$ cat src/rtl/pad_pkg.sv
// Shared geometry of the 4x3 pad matrix and the key-numbering helper.
package pad_pkg;

  localparam int NUM_ROWS = 4;
  localparam int NUM_COLS = 3;
  localparam int NUM_KEYS = NUM_ROWS * NUM_COLS;

  localparam logic [NUM_COLS-1:0] COL_IDLE_N = 3'b111;

  function automatic int key_idx(input int row, input int col);
    return row * NUM_COLS + col;
  endfunction

endpackage

$ cat src/rtl/scan_tick_gen.sv
// Prescaler that pulses tc for one cycle every SCAN_DIV clocks (column dwell end).
module scan_tick_gen #(
  parameter int SCAN_DIV = 1000
) (
  input  logic CLK,
  input  logic RST,
  output logic tc
);

  localparam int DW = (SCAN_DIV > 1) ? $clog2(SCAN_DIV) : 1;
  localparam logic [DW-1:0] DIV_LAST = DW'(SCAN_DIV - 1);

  logic [DW-1:0] div;

  assign tc = (div == DIV_LAST);

  always_ff @(posedge CLK) begin
    if (RST) begin
      div <= '0;
    end else if (tc) begin
      div <= '0;
    end else begin
      div <= div + DW'(1);
    end
  end

endmodule

$ cat src/rtl/keypad_scan_debounce.sv
// Column-scans the 4x3 pad, assembles one frame per full scan and debounces
// whole frames into key_vec, strobing ce_out whenever key_vec changes.
module keypad_scan_debounce
  import pad_pkg::*;
#(
  parameter int SCAN_DIV  = 1000,
  parameter int DEB_COUNT = 4
) (
  input  logic                CLK,
  input  logic                RST,
  input  logic [NUM_ROWS-1:0] row_n,
  output logic [NUM_COLS-1:0] col_n,
  output logic [NUM_KEYS-1:0] key_vec,
  output logic                ce_out
);

  localparam int CW = $clog2(DEB_COUNT + 1);
  localparam logic [CW-1:0] COUNT_MAX = CW'(DEB_COUNT);

  localparam logic [1:0] COL0 = 2'd0;
  localparam logic [1:0] COL1 = 2'd1;
  localparam logic [1:0] COL2 = 2'd2;

  logic                tc;
  logic [1:0]          col_idx;
  logic [NUM_KEYS-1:0] frame_buf;
  logic [NUM_KEYS-1:0] frame_next;
  logic [NUM_KEYS-1:0] raw;
  logic [CW-1:0]       count;
  logic [CW-1:0]       count_upd;
  logic                frame_done;
  logic                accept;

  scan_tick_gen #(
    .SCAN_DIV(SCAN_DIV)
  ) u_tick (
    .CLK(CLK),
    .RST(RST),
    .tc (tc)
  );

  // Frame as it will look after this cycle's sample; the debounce compares
  // against it directly so the column-2 sample counts in the same edge.
  always_comb begin
    frame_next = frame_buf;
    for (int r = 0; r < NUM_ROWS; r++) begin
      frame_next[key_idx(r, int'(col_idx))] = ~row_n[r];
    end
  end

  assign frame_done = tc && (col_idx == COL2);

  always_comb begin
    count_upd = count;
    if (frame_next != raw) begin
      count_upd = CW'(1);
    end else if (count < COUNT_MAX) begin
      count_upd = count + CW'(1);
    end
  end

  // After the update raw always equals frame_next, so compare that to key_vec.
  assign accept = frame_done && (count_upd == COUNT_MAX) && (frame_next != key_vec);

  always_ff @(posedge CLK) begin
    if (RST) begin
      col_idx <= COL0;
      col_n   <= 3'b110;
    end else if (tc) begin
      case (col_idx)
        COL0: begin
          col_idx <= COL1;
          col_n   <= 3'b101;
        end
        COL1: begin
          col_idx <= COL2;
          col_n   <= 3'b011;
        end
        COL2: begin
          col_idx <= COL0;
          col_n   <= 3'b110;
        end
        default: begin
          col_idx <= COL0;
          col_n   <= COL_IDLE_N;
        end
      endcase
    end
  end

  always_ff @(posedge CLK) begin
    if (RST) begin
      frame_buf <= '0;
    end else if (tc) begin
      frame_buf <= frame_next;
    end
  end

  always_ff @(posedge CLK) begin
    if (RST) begin
      raw   <= '0;
      count <= '0;
    end else if (frame_done) begin
      raw   <= frame_next;
      count <= count_upd;
    end
  end

  always_ff @(posedge CLK) begin
    if (RST) begin
      key_vec <= '0;
      ce_out  <= 1'b0;
    end else begin
      ce_out <= accept;
      if (accept) begin
        key_vec <= frame_next;
      end
    end
  end

endmodule

$ cat config.mk
export PLATFORM = sky130hd
export DESIGN_NAME = keypad_scan_debounce
export DESIGN_NICKNAME = d
export VERILOG_FILES = /design/src/rtl/pad_pkg.sv /design/src/rtl/scan_tick_gen.sv /design/src/rtl/keypad_scan_debounce.sv
export SDC_FILE = /design/constraint.sdc
export NUM_CORES = 1
export LEC_CHECK = 0
export CAP_MARGIN = 20
export CORE_ASPECT_RATIO = 1.75
export CORE_MARGIN = 2
export CORE_UTILIZATION = 53
export DETAILED_ROUTE_END_ITERATION = 6
export GPL_TIMING_DRIVEN = 0
export PLACE_DENSITY = 0.87
export SLEW_MARGIN = 5
export SYNTH_ARGS = -nofsm -noshare
export SYNTH_HDL_FRONTEND = slang
export SYNTH_HIERARCHICAL = 1
export SYNTH_SLANG_ARGS = --single-unit
export TNS_END_PERCENT = 10
$ cat constraint.sdc
create_clock -name CLK -period 2.8 [get_ports CLK]
set_input_delay 0.56 -clock CLK [delete_from_list [all_inputs] [get_ports CLK]]
set_output_delay 0.56 -clock CLK [all_outputs]
set_load 0.05 [all_outputs]
==> summary.txt <==
Run status
  – Outcome: finished clean

Yosys
  – Mapped Cells: 332
  – Post-Syn Area: 3050 µm²
  – Yosys reg bits: 55
  – Synthesis Warnings: 6
  – Area contributors post-synth: dfxtp_1 36%, a211oi_1 5.9%, nor3b_2 4.9%
  – Top-area cell type share of the netlist area: 0.361
  – Seq/Total Area, Yosys: 0.361
  – Post-synth top flop: dfxtp_1
  – Synth unique cells: 59
  – EDFF count, synth: 0
  – Syn nets: 348
  – Biggest area consumer among synthesized cells: dfxtp_1
  – Post-synth ARST share: 0
  – Avg Cell Area, Syn: 9.20 µm²

Setup path
  – Setup slack, reg-to-reg: 0.07 ns
  – Crit path cell chain: buf_8 > inv_2 > ha_1 > buf_6 > or2_1 > a31oi_4 > xor2_1 > nand4_1 > nor4b_4 > buf_4 > buf_6 > a21oi_1 > nor3b_2
  – CP max FO: 10
  – Critical Path Source Type: flop
  – CP required: 3.04 ns
  – Slowest CP cell: dfxtp_4
  – Crit-path most repeated cell: buf_6
  – Largest stage delay, worst path: 0.37 ns
  – Worst EP arrival: 2.97 ns
  – Critical path class: flop to flop
  – Setup crit end kind: flop

Final layout
  – Area growth, synth to finish: 22.9%
  – Share of cells above drive strength 1: 0.213
  – Ant diodes: 0
  – Final Core Density: 0.672
  – Nets@finish: 396
  – Fillers: 427

CTS
  – Clk Latency, worst-skew pair: 0.32 ns
  – Clock sink total: 55
  – TritonCTS clock tree: yes
  – Clk slew on worst S/H paths: 0.10 ns
  – H-tree depth: 2
  – Root cell of the clock tree: clkbuf_8
  – Maximum clock insertion buffer count: 2
  – CTS Buf Count: 5
  – CTS hold repair buffers: 0

Power
  – Power density over cell area: 350 nW/µm²
  – Worst IR Drop VDD: 0.342 mV
  – Total leakage power: 1.26 nW

Global routing
  – Gr ovfl total: 0
  – Initial antenna violation count: 0
  – Total GRT Usage: 0.263
  – Largest net degree at the start of global routing: 17
  – Vias in the first global route: 2,627
  – Global-route wire length before repair: 12,600 µm

Floorplan
  – Chip Width: 61.4 µm
  – Starting Density: 0.547
  – Site Rows: 36
  – IO Count: 22
  – Die area: 6410 µm²
  – Core area: 5590 µm²
  – Die H: 104 µm

Timing
  – Min Tclk post-route: 2.73 ns
  – Max Clock Freq: 367 MHz
  – Final hold violation count: 0
  – Final setup violation count: 0
  – Period utilisation layout: 0.974
  – Slew Limit Fails: 0
  – Final setup margin: 0.0737 ns
  – Measured slew at the worst slew-check pin: 0.625 ns
  – Relative slew slack: 0.583
  – Clk_skew: 0.00814 ns

Route
  – Residual DRC count: 0
  – Pre-antenna DRT Iters: 5
  – Via density: 5.95
  – Avg WL per Cell: 17.4 µm
  – ANT nets after route: 0
  – First DRT Iteration DRCs: 87
  – Via count: 2,717
  – DRT Wirelength: 7930 µm

Run
  – Max Cap Violations: 0

Place
  – GPL Wtd Cong: 0.894
  – Port Buffers: 21
  – Post-Place Setup Slack: -0.516 ns
  – Final HPWL DP: 5320 µm

Worst hold path
  – Min-delay worst type: flop to flop
Yosys cell counts, types with 3 or more instances:
library cell and count:
nand2b_1 9, and2_1 4, a31oi_1 3, inv_1 6
nand4_1 5, clkbuf_1 6, nand2_1 14, nand3b_1 3
ha_1 10, nor2_1 38, or2_1 4, buf_6 3
xnor2_1 14, nor3b_2 12, nand3_1 20, o31a_1 4
nor4_1 3, a21oi_1 12, a211oi_1 24, xor2_1 13
buf_1 3, a31oi_2 6, dfxtp_1 55, nor3_1 5
a21oi_2 4, buf_2 3, nor2b_1 4, o21ai_0 6
path summary, 6_finish.rpt:
check                                    from            end  cells past startpoint
worst min register to register  u_tick/div[0]  u_tick/div[0]                      1
worst min-delay path            u_tick/div[0]  u_tick/div[0]                      1
worst max register to register     col_idx[0]     key_vec[7]                     13
worst max-delay path               col_idx[0]     key_vec[7]                     13
cell type report:
| cell class | instances | area (µm²) | share of cell area |
|---|---|---|---|
| Inverter | 6 | 25.0 | 0.00667 |
| Clock buffer | 6 | 72.6 | 0.0193 |
| Tap cell | 76 | 95.1 | 0.0253 |
| Timing Repair Buffer | 41 | 365 | 0.0973 |
| Buffer | 19 | 136 | 0.0363 |
| Clock inverter | 2 | 12.5 | 0.00333 |
| Multi-Input combinational cell | 252 | 1940 | 0.516 |
| Sequential cell | 55 | 1110 | 0.295 |
sequential cells by signal (all words and copies together), names as in the netlist:
name,flops
frame_buf,12
u_tick/div,10
raw,12
count,3
col_n,3
key_vec,12
ce_out,1
col_idx,2
cell usage in the layout (no fill, tap or decap), types with 9 or more instances in the layout:
cell and n:
dfxtp_1 53, nor2_1 38, a211oi_1 24, buf_4 21
nand3_1 20, clkdlybuf4s50_1 19, nand2_1 14, xnor2_1 14
nor3b_2 13, xor2_1 13, a21oi_1 11, nand2b_1 9
power breakdown:
part	total (mW)	internal, mW	switching (mW)
sequential	0.794	0.786	0.00774
clock	0.443	0.175	0.267
combinational	0.0783	0.0293	0.0490
total	1.32	0.991	0.324
layer usage:
layer	global-route usage	share of wire	wire (µm)	vias up
li1	-	-	-	1282
met1	0.301	0.38	2990	1309
met2	0.422	0.52	4100	96
met3	0.0460	0.046	368	30
met4	0.176	0.059	469	0
met5	0	0	0	-
kinds of logic after synthesis:
logic type | Yosys count | share of synthesized area
buf+inv | 25 | 0.0467
fa+ha+maj | 10 | 0.0410
simple gates | 144 | 0.289
xor+xnor | 27 | 0.0774
compound gates | 69 | 0.179
flops | 55 | 0.361
mux | 2 | 0.00655
worst max-delay path, delay by kind of cell, from the launching register on:
kind | cells | cell delay (ns)
compound gates | 2 | 0.38
xor+xnor | 1 | 0.19
fa+ha+maj | 1 | 0.21
buf+inv | 5 | 0.63
flops | 1 | 0.37
simple gates | 4 | 0.87
through the flow:
stage,total power [mW],instance area (µm²),setup TNS [ns],cells,hold slack (ns)
6_report,1.32,3750,0,457,0.464
3_5_place_dp,0.886,3360,-6.35,429,0.450
4_1_cts,1.32,3650,0,450,0.473
2_1_floorplan,0.858,3050,0,332,0.426
3_3_place_gp,0.884,3360,-5.52,429,0.443
5_1_grt,1.36,3750,-0.202,457,0.494
repair_timing:
item,in CTS,in global routing
gates cloned,1,0
setup endpoints to repair,16,25
endpoints found under the hold margin,0,0
setup buffers,12,7
gates resized for setup,22,12
pin swaps,12,14
Power figures use the tool's default switching activity.
